--- src/rtl/sram_init_sequencer.sv ---
// sram_init_sequencer: fills a single-port cache SRAM with INIT_VALUE after
// reset or on flush, then passes client requests through to the macro and
// returns read data with a valid strobe, holding it stable between reads.
module sram_init_sequencer #(
    parameter int unsigned ADDR_W = 6,
    parameter int unsigned DATA_W = 88,
    parameter int unsigned MASK_W = 4,
    parameter logic [DATA_W-1:0] INIT_VALUE = '0
) (
    input  logic              clock,
    input  logic              reset,
    input  logic              flush_req,
    output logic              init_done,
    input  logic              req_valid,
    output logic              req_ready,
    input  logic              req_write,
    input  logic [ADDR_W-1:0] req_addr,
    input  logic [MASK_W-1:0] req_wmask,
    input  logic [DATA_W-1:0] req_wdata,
    output logic              rsp_valid,
    output logic [DATA_W-1:0] rsp_rdata,
    output logic [ADDR_W-1:0] sram_addr,
    output logic              sram_en,
    output logic              sram_wmode,
    output logic [MASK_W-1:0] sram_wmask,
    output logic [DATA_W-1:0] sram_wdata,
    input  logic [DATA_W-1:0] sram_rdata
);

    localparam int unsigned DEPTH = 1 << ADDR_W;
    localparam logic [ADDR_W-1:0] LAST_ADDR = ADDR_W'(DEPTH - 1);

    typedef enum logic {
        ST_INIT = 1'b0,
        ST_RUN  = 1'b1
    } state_t;

    state_t            state, state_nxt;
    logic [ADDR_W-1:0] cnt, cnt_nxt;
    logic              rd_pend, rd_pend_nxt;
    logic [DATA_W-1:0] hold, hold_nxt;
    logic              accept;

    // State, sweep counter, pending-read flag and held read data.
    always_ff @(posedge clock) begin
        if (reset) begin
            state   <= ST_INIT;
            cnt     <= '0;
            rd_pend <= 1'b0;
            hold    <= '0;
        end else begin
            state   <= state_nxt;
            cnt     <= cnt_nxt;
            rd_pend <= rd_pend_nxt;
            hold    <= hold_nxt;
        end
    end

    // Next state and macro/client outputs; the macro port is a pass-through in RUN.
    always_comb begin
        state_nxt   = state;
        cnt_nxt     = cnt;
        rd_pend_nxt = 1'b0;
        accept      = 1'b0;
        sram_en     = 1'b0;
        sram_wmode  = 1'b0;
        sram_wmask  = '0;
        sram_wdata  = '0;
        sram_addr   = '0;
        req_ready   = 1'b0;
        init_done   = 1'b0;

        unique case (state)
            ST_INIT: begin
                sram_en    = 1'b1;
                sram_wmode = 1'b1;
                sram_wmask = '1;
                sram_addr  = cnt;
                sram_wdata = INIT_VALUE;
                cnt_nxt    = cnt + ADDR_W'(1);
                // flush_req is deliberately not looked at: the sweep never restarts
                if (cnt == LAST_ADDR) begin
                    state_nxt = ST_RUN;
                    cnt_nxt   = '0;
                end
            end
            ST_RUN: begin
                init_done = 1'b1;
                req_ready = !flush_req;
                sram_addr = req_addr;
                accept    = req_valid && !flush_req;
                sram_en   = accept;
                if (accept) begin
                    sram_wmode = req_write;
                    sram_wmask = req_wmask;
                    sram_wdata = req_wdata;
                end
                rd_pend_nxt = accept && !req_write;
                if (flush_req) begin
                    state_nxt = ST_INIT;
                    cnt_nxt   = '0;
                end
            end
            default: begin
                state_nxt = ST_INIT;
                cnt_nxt   = '0;
            end
        endcase

        // Reset is synchronous, so quiet the outputs directly while it is held.
        if (reset) begin
            sram_en    = 1'b0;
            sram_wmode = 1'b0;
            sram_wmask = '0;
            sram_wdata = '0;
            req_ready  = 1'b0;
            init_done  = 1'b0;
        end
    end

    // Response path: live macro data on the read-follow cycle, held value otherwise.
    always_comb begin
        hold_nxt  = rd_pend ? sram_rdata : hold;
        rsp_valid = rd_pend && !reset;
        rsp_rdata = hold;
        if (reset) begin
            rsp_rdata = '0;
        end else if (rd_pend) begin
            rsp_rdata = sram_rdata;
        end
    end

endmodule
--- config.mk ---
export PLATFORM = sky130hd
export DESIGN_NAME = sram_init_sequencer
export DESIGN_NICKNAME = d
export VERILOG_FILES = /design/src/rtl/sram_init_sequencer.sv
export SDC_FILE = /design/constraint.sdc
export NUM_CORES = 1
export LEC_CHECK = 0
export ABC_AREA = 1
export CAP_MARGIN = 10
export CORE_AREA = 3 3 148 150
export CTS_BUF_LIST = sky130_fd_sc_hd__clkbuf_8 sky130_fd_sc_hd__clkbuf_16
export DETAILED_ROUTE_END_ITERATION = 12
export DIE_AREA = 0 0 151 153
export GPL_TIMING_DRIVEN = 0
export PLACE_DENSITY_LB_ADDON = 0.05
export SETUP_SLACK_MARGIN = 0.1
export SYNTH_ARGS = -nofsm -noshare
export SYNTH_HDL_FRONTEND = slang
export SYNTH_SLANG_ARGS = --single-unit
--- constraint.sdc ---
create_clock -name clock -period 1.8 [get_ports clock]
set_clock_uncertainty 0.2 [all_clocks]
set_input_delay 0.54 -clock clock [delete_from_list [all_inputs] [get_ports clock]]
set_output_delay 0.54 -clock clock [all_outputs]
set_load 0.05 [all_outputs]
Word-level counts from Yosys, hierarchy flattened
Index checks and enable logic that the tools add are counted.
{"block": "classes", "n_addsub": 1, "n_eq_ne": 2, "n_mux": 24, "n_bitwise": 1, "reduce_logical": 7}
{"op": "88-bit 2-to-1 mux", "count": 4}
{"op": "88-bit one-hot mux with 2 select lines", "count": 1}
{"op": "6-bit one-hot mux with 2 select lines", "count": 2}
{"op": "6-bit 2-to-1 mux", "count": 2}
{"op": "1-bit 2-to-1 mux", "count": 9}
{"op": "4-bit 2-to-1 mux", "count": 2}
{"op": "4-bit one-hot mux with 2 select lines", "count": 1}
{"op": "6-bit by 1-bit adder with 6-bit output (second input constant)", "count": 1}
{"op": "6-bit equality test (second input constant)", "count": 1}
{"op": "1-bit one-hot mux with 2 select lines", "count": 3}
{"op": "1-bit logical AND", "count": 3}
{"op": "1-bit logical NOT", "count": 3}
{"op": "2-bit inequality test (second input constant)", "count": 1}
{"op": "2-bit OR reduction", "count": 1}
{"op": "1-bit NOT", "count": 1}
{"block": "totals", "ff_bits": 96, "inputBits": 191, "out_inout_bits": 191}

Depth between registers and ports, before layout
Gate-level depths: netlist (run 1).
{"block": "depth", "depth_word": 5, "depth_mapped": 7, "ltp_nobuf": 6}

Least setup slack after synthesis (run 1)
OpenSTA, ideal clock, no wires.
{"block": "synth_path", "path_type": "input to output", "from": "in reset", "to": "out sram_wdata[10]", "t_arrival_ns": 1.678, "t_required_ns": 1.060, "path_slack_ns": -0.618, "stages": 4, "path_buffers": 1, "cell_sequence": "nor2_8 -> nand2_4 -> buf_2 -> nor2_1"}
{"block": "synth_via", "elab_chain_len": 1}
{"element": "start: declaration", "line": "11", "source": "input logic reset,"}
{"element": "88-bit 2-to-1 mux", "line": "111", "source": "if (reset) begin"}
{"element": "end: declaration", "line": "26", "source": "output logic [DATA_W-1:0] sram_wdata,"}
Every way passes these cells.

Worst setup path in the final report (run 1)
{"block": "layout_path", "from": "reg rd_pend", "to": "out rsp_rdata[57]"}
{"block": "layout_via", "elab_chain_len": 2}
{"element": "start: declaration", "line": "40", "source": "logic rd_pend, rd_pend_nxt;"}
{"element": "start signal: assignment", "line": "54", "source": "rd_pend <= rd_pend_nxt;"}
{"element": "88-bit 2-to-1 mux", "line": "128", "source": "end else if (rd_pend) begin"}
{"element": "88-bit 2-to-1 mux", "line": "126", "source": "if (reset) begin"}
{"element": "end: declaration", "line": "21", "source": "output logic [DATA_W-1:0] rsp_rdata,"}
Every way passes these cells.

==> results of run 1 <==
-- worst max path at each step --
stage,endpoint,start,slack (ps),cells after the start
2_1_floorplan,sram_wdata[17],reset,-600,4
3_3_place_gp,sram_wdata[10],reset,-2060,6
3_5_place_dp,sram_wdata[10],reset,-2070,6
4_1_cts,rsp_rdata[0],rd_pend,-800,8
5_1_grt,rsp_rdata[57],rd_pend,-780,10
6_report,rsp_rdata[57],rd_pend,-710,10
-- kinds of logic (layout without fill, tap and decap cells) --
family,after synthesis,count (layout),synth area share
simple gates,316,317,0.297
buf+inv,137,629,0.138
compound gates,101,101,0.117
flops,96,96,0.442
fa+ha+maj,1,1,0.00288
xor+xnor,1,1,0.00202
-- final cells by class --
type / count / area share
timing repair buffer: 478 / 0.408
multi-input combinational: 420 / 0.326
sequential: 96 / 0.133
buffer: 38 / 0.0559
inverter: 97 / 0.0281
tap: 275 / 0.0237
clock buffer: 9 / 0.0155
clock inverter: 6 / 0.00915
timing repair inverter: 1 / 0.00112
-- stage by stage --
stage / total power (uW) / std cells / hold WS [ps] / worst slack, ps
4_1_cts: 5420 / 1385 / 264 / -796
2_1_floorplan: 2470 / 652 / 258 / -602
3_3_place_gp: 2950 / 1308 / 291 / -2060
5_1_grt: 5640 / 1420 / 222 / -785
3_5_place_dp: 2950 / 1308 / 287 / -2070
6_report: 5430 / 1420 / 218 / -707
-- metal layers --
metal / routed length (um) / part of all wire / vias to the layer above / track usage
met5: 45 / 0.0019 / - / 0
li1: - / - / 2956 / -
met3: 2190 / 0.090 / 42 / 0.0818
met4: 639 / 0.026 / 8 / 0.0527
met2: 13300 / 0.55 / 212 / 0.374
met1: 8040 / 0.33 / 2687 / 0.209
-- flip-flops by register name (all words and copies together) (netlist names) --
name / flops
state: 1
cnt: 6
hold: 88
rd_pend: 1
-- placed cells by master (no fill, tap or decap), types with 4 or more instances in the layout --
master,synthesis,final
nor2_2,1,25
inv_1,94,91
buf_16,0,17
o21ai_0,96,4
o21ai_2,0,5
nand3_1,4,4
o21ai_4,0,87
nor2_1,273,10
buf_12,0,40
dfxtp_1,96,94
buf_4,1,38
buf_6,5,93
nand2_1,26,23
clkdlybuf4s50_1,0,185
nor2_4,10,249
buf_8,1,124
clkbuf_16,0,24
bufinv_16,0,4
-- power by group --
part	switching (uW)	internal, uW
registers	6.08	2130
logic	385	564
clock network	855	1490
total	1250	4180
-- timing repair --
action,in CTS,in global routing
setup buffers,43,39
cloned,19,4
pin swaps,45,51
gates resized for setup,1498,401
hold buffers,0,0
setup endpoints to repair,286,192
==> flow_summary.ini, run 1 <==
[floorplanning]
start_util = 0.209
placementRows = 53
dieArea_um2 = 23100
dieWidth_um = 151
coreArea_um2 = 20800
fp.dieH_um = 153
pin_count = 382

[route]
vias = 5905
dr.pass1.iters = 4
drt-total-wl_mm = 24.2
post-route-drc-count = 0
wl_per_cell_um = 17.1
antenna_left = 0
drt-initial-drc-count = 130
vias_per_cell = 4.16

[sta]
fin_crit_ps = 2510
maxSlewViolCount = 0
fmax_ghz = 0.399
hold_violations = 0
setup-violations-final = 191
slew_headroom = 0.821
rsz0062_at_grt = true
worst_pin_slew_ps = 267
finalSetupTns_ps = -103830
finalCritPeriodShare = 1.39
setup_slack_ps = -707

[setup_path]
path_class = flip-flop to primary output
rr_endpoint = hold[4]
path_buf_inv = 8
r2r_slack_ps = 80
required_ps = 1060
path_delay_family = buffers and inverters
timing.rr.start = rd_pend
cp.arrival_ps = 1770
worstSetupEndpointType = primary output
cp_max_fo = 4
r2r_cells = 9
crit_chain = buf_12, buf_12, inv_12, buf_12, buf_8, buf_8, buf_4, nor2_4, nor2_4, buf_8
worstSetupStartpointType = flip-flop
crit_path_top_delay_cell = dfxtp_2
max_stage_delay_ps = 340

[placement]
port_buffers = 381
dpl_cell_area_um2 = 10800
dp_hpwl_mm = 17.8
gp_congestion = 0.822

[global_route]
antenna_found_initial = 4
grt_start_max_net_pins = 16
first_global_vias = 5862
grt_usage = 0.202
grt_remaining_overflow = 0
grt_pass1_wl_mm = 35.3

[worst_hold_path]
hp-class = input port to flip-flop
worstHoldPathCells = 2
hp-start = reset
min_to = cnt[0]

[yosys]
synth_top_area_cell = dfxtp_1
synthFlopType = dfxtp_1
synth-edff-count = 0
synth_top_area_share = 0.442
avgSynthCellArea_um2 = 6.67
async_flop_share = 0
netlist_top_cells_area = dfxtp_1 (44%), nor2_1 (24%), o21ai_0 (11%), inv_1 (8.1%), nor2_4 (2.6%)
yosysSeqAreaShare = 0.442
synth_area_um2 = 4350
synth.most_common_cell = nor2_1
synth-seq-cells = 96
synth_common_cells = nor2_1 (273), dfxtp_1 (96), o21ai_0 (96)
synth_cells = 652
synth.distinct_cells = 23
synth_fp_nets = 844
yosysWarnings = 0

[finish]
diodes = 0
utilization = 0.696
final_cell_area_um2 = 14500
nFillCells = 1549
drive_above_1_share = 0.633
area_growth_pct = 234
layout.nets = 1333
multi_input_area_um2 = 4730
seq_area_um2 = 1920

[pwr]
power_leakage_uw = 0.00560
ir_drop_v = 0.000409
cellPowerDensity_nw_per_um2 = 374

[clocking]
cts_sinks = 96
insertion_delay_ps = 340
htreeDepth = 3
clockBufferDepth = 2
cts_tree = yes
cts_made_buffers = 9
clk_pin_slew_worst_paths_ps = 70
cts_root_buffer = clkbuf_16

[run_status]
violations = negative setup slack
status = finished, violations left

[job]
cap_viol_max_count = 0
(Power assumes the default switching activity.)
==> run 2, diff against run 1 <==
Settings changed: CAP_MARGIN 10 to 20.
==> results of run 2 <==
Same layout as run 1: the final DEF is identical, and so are final timing and power.
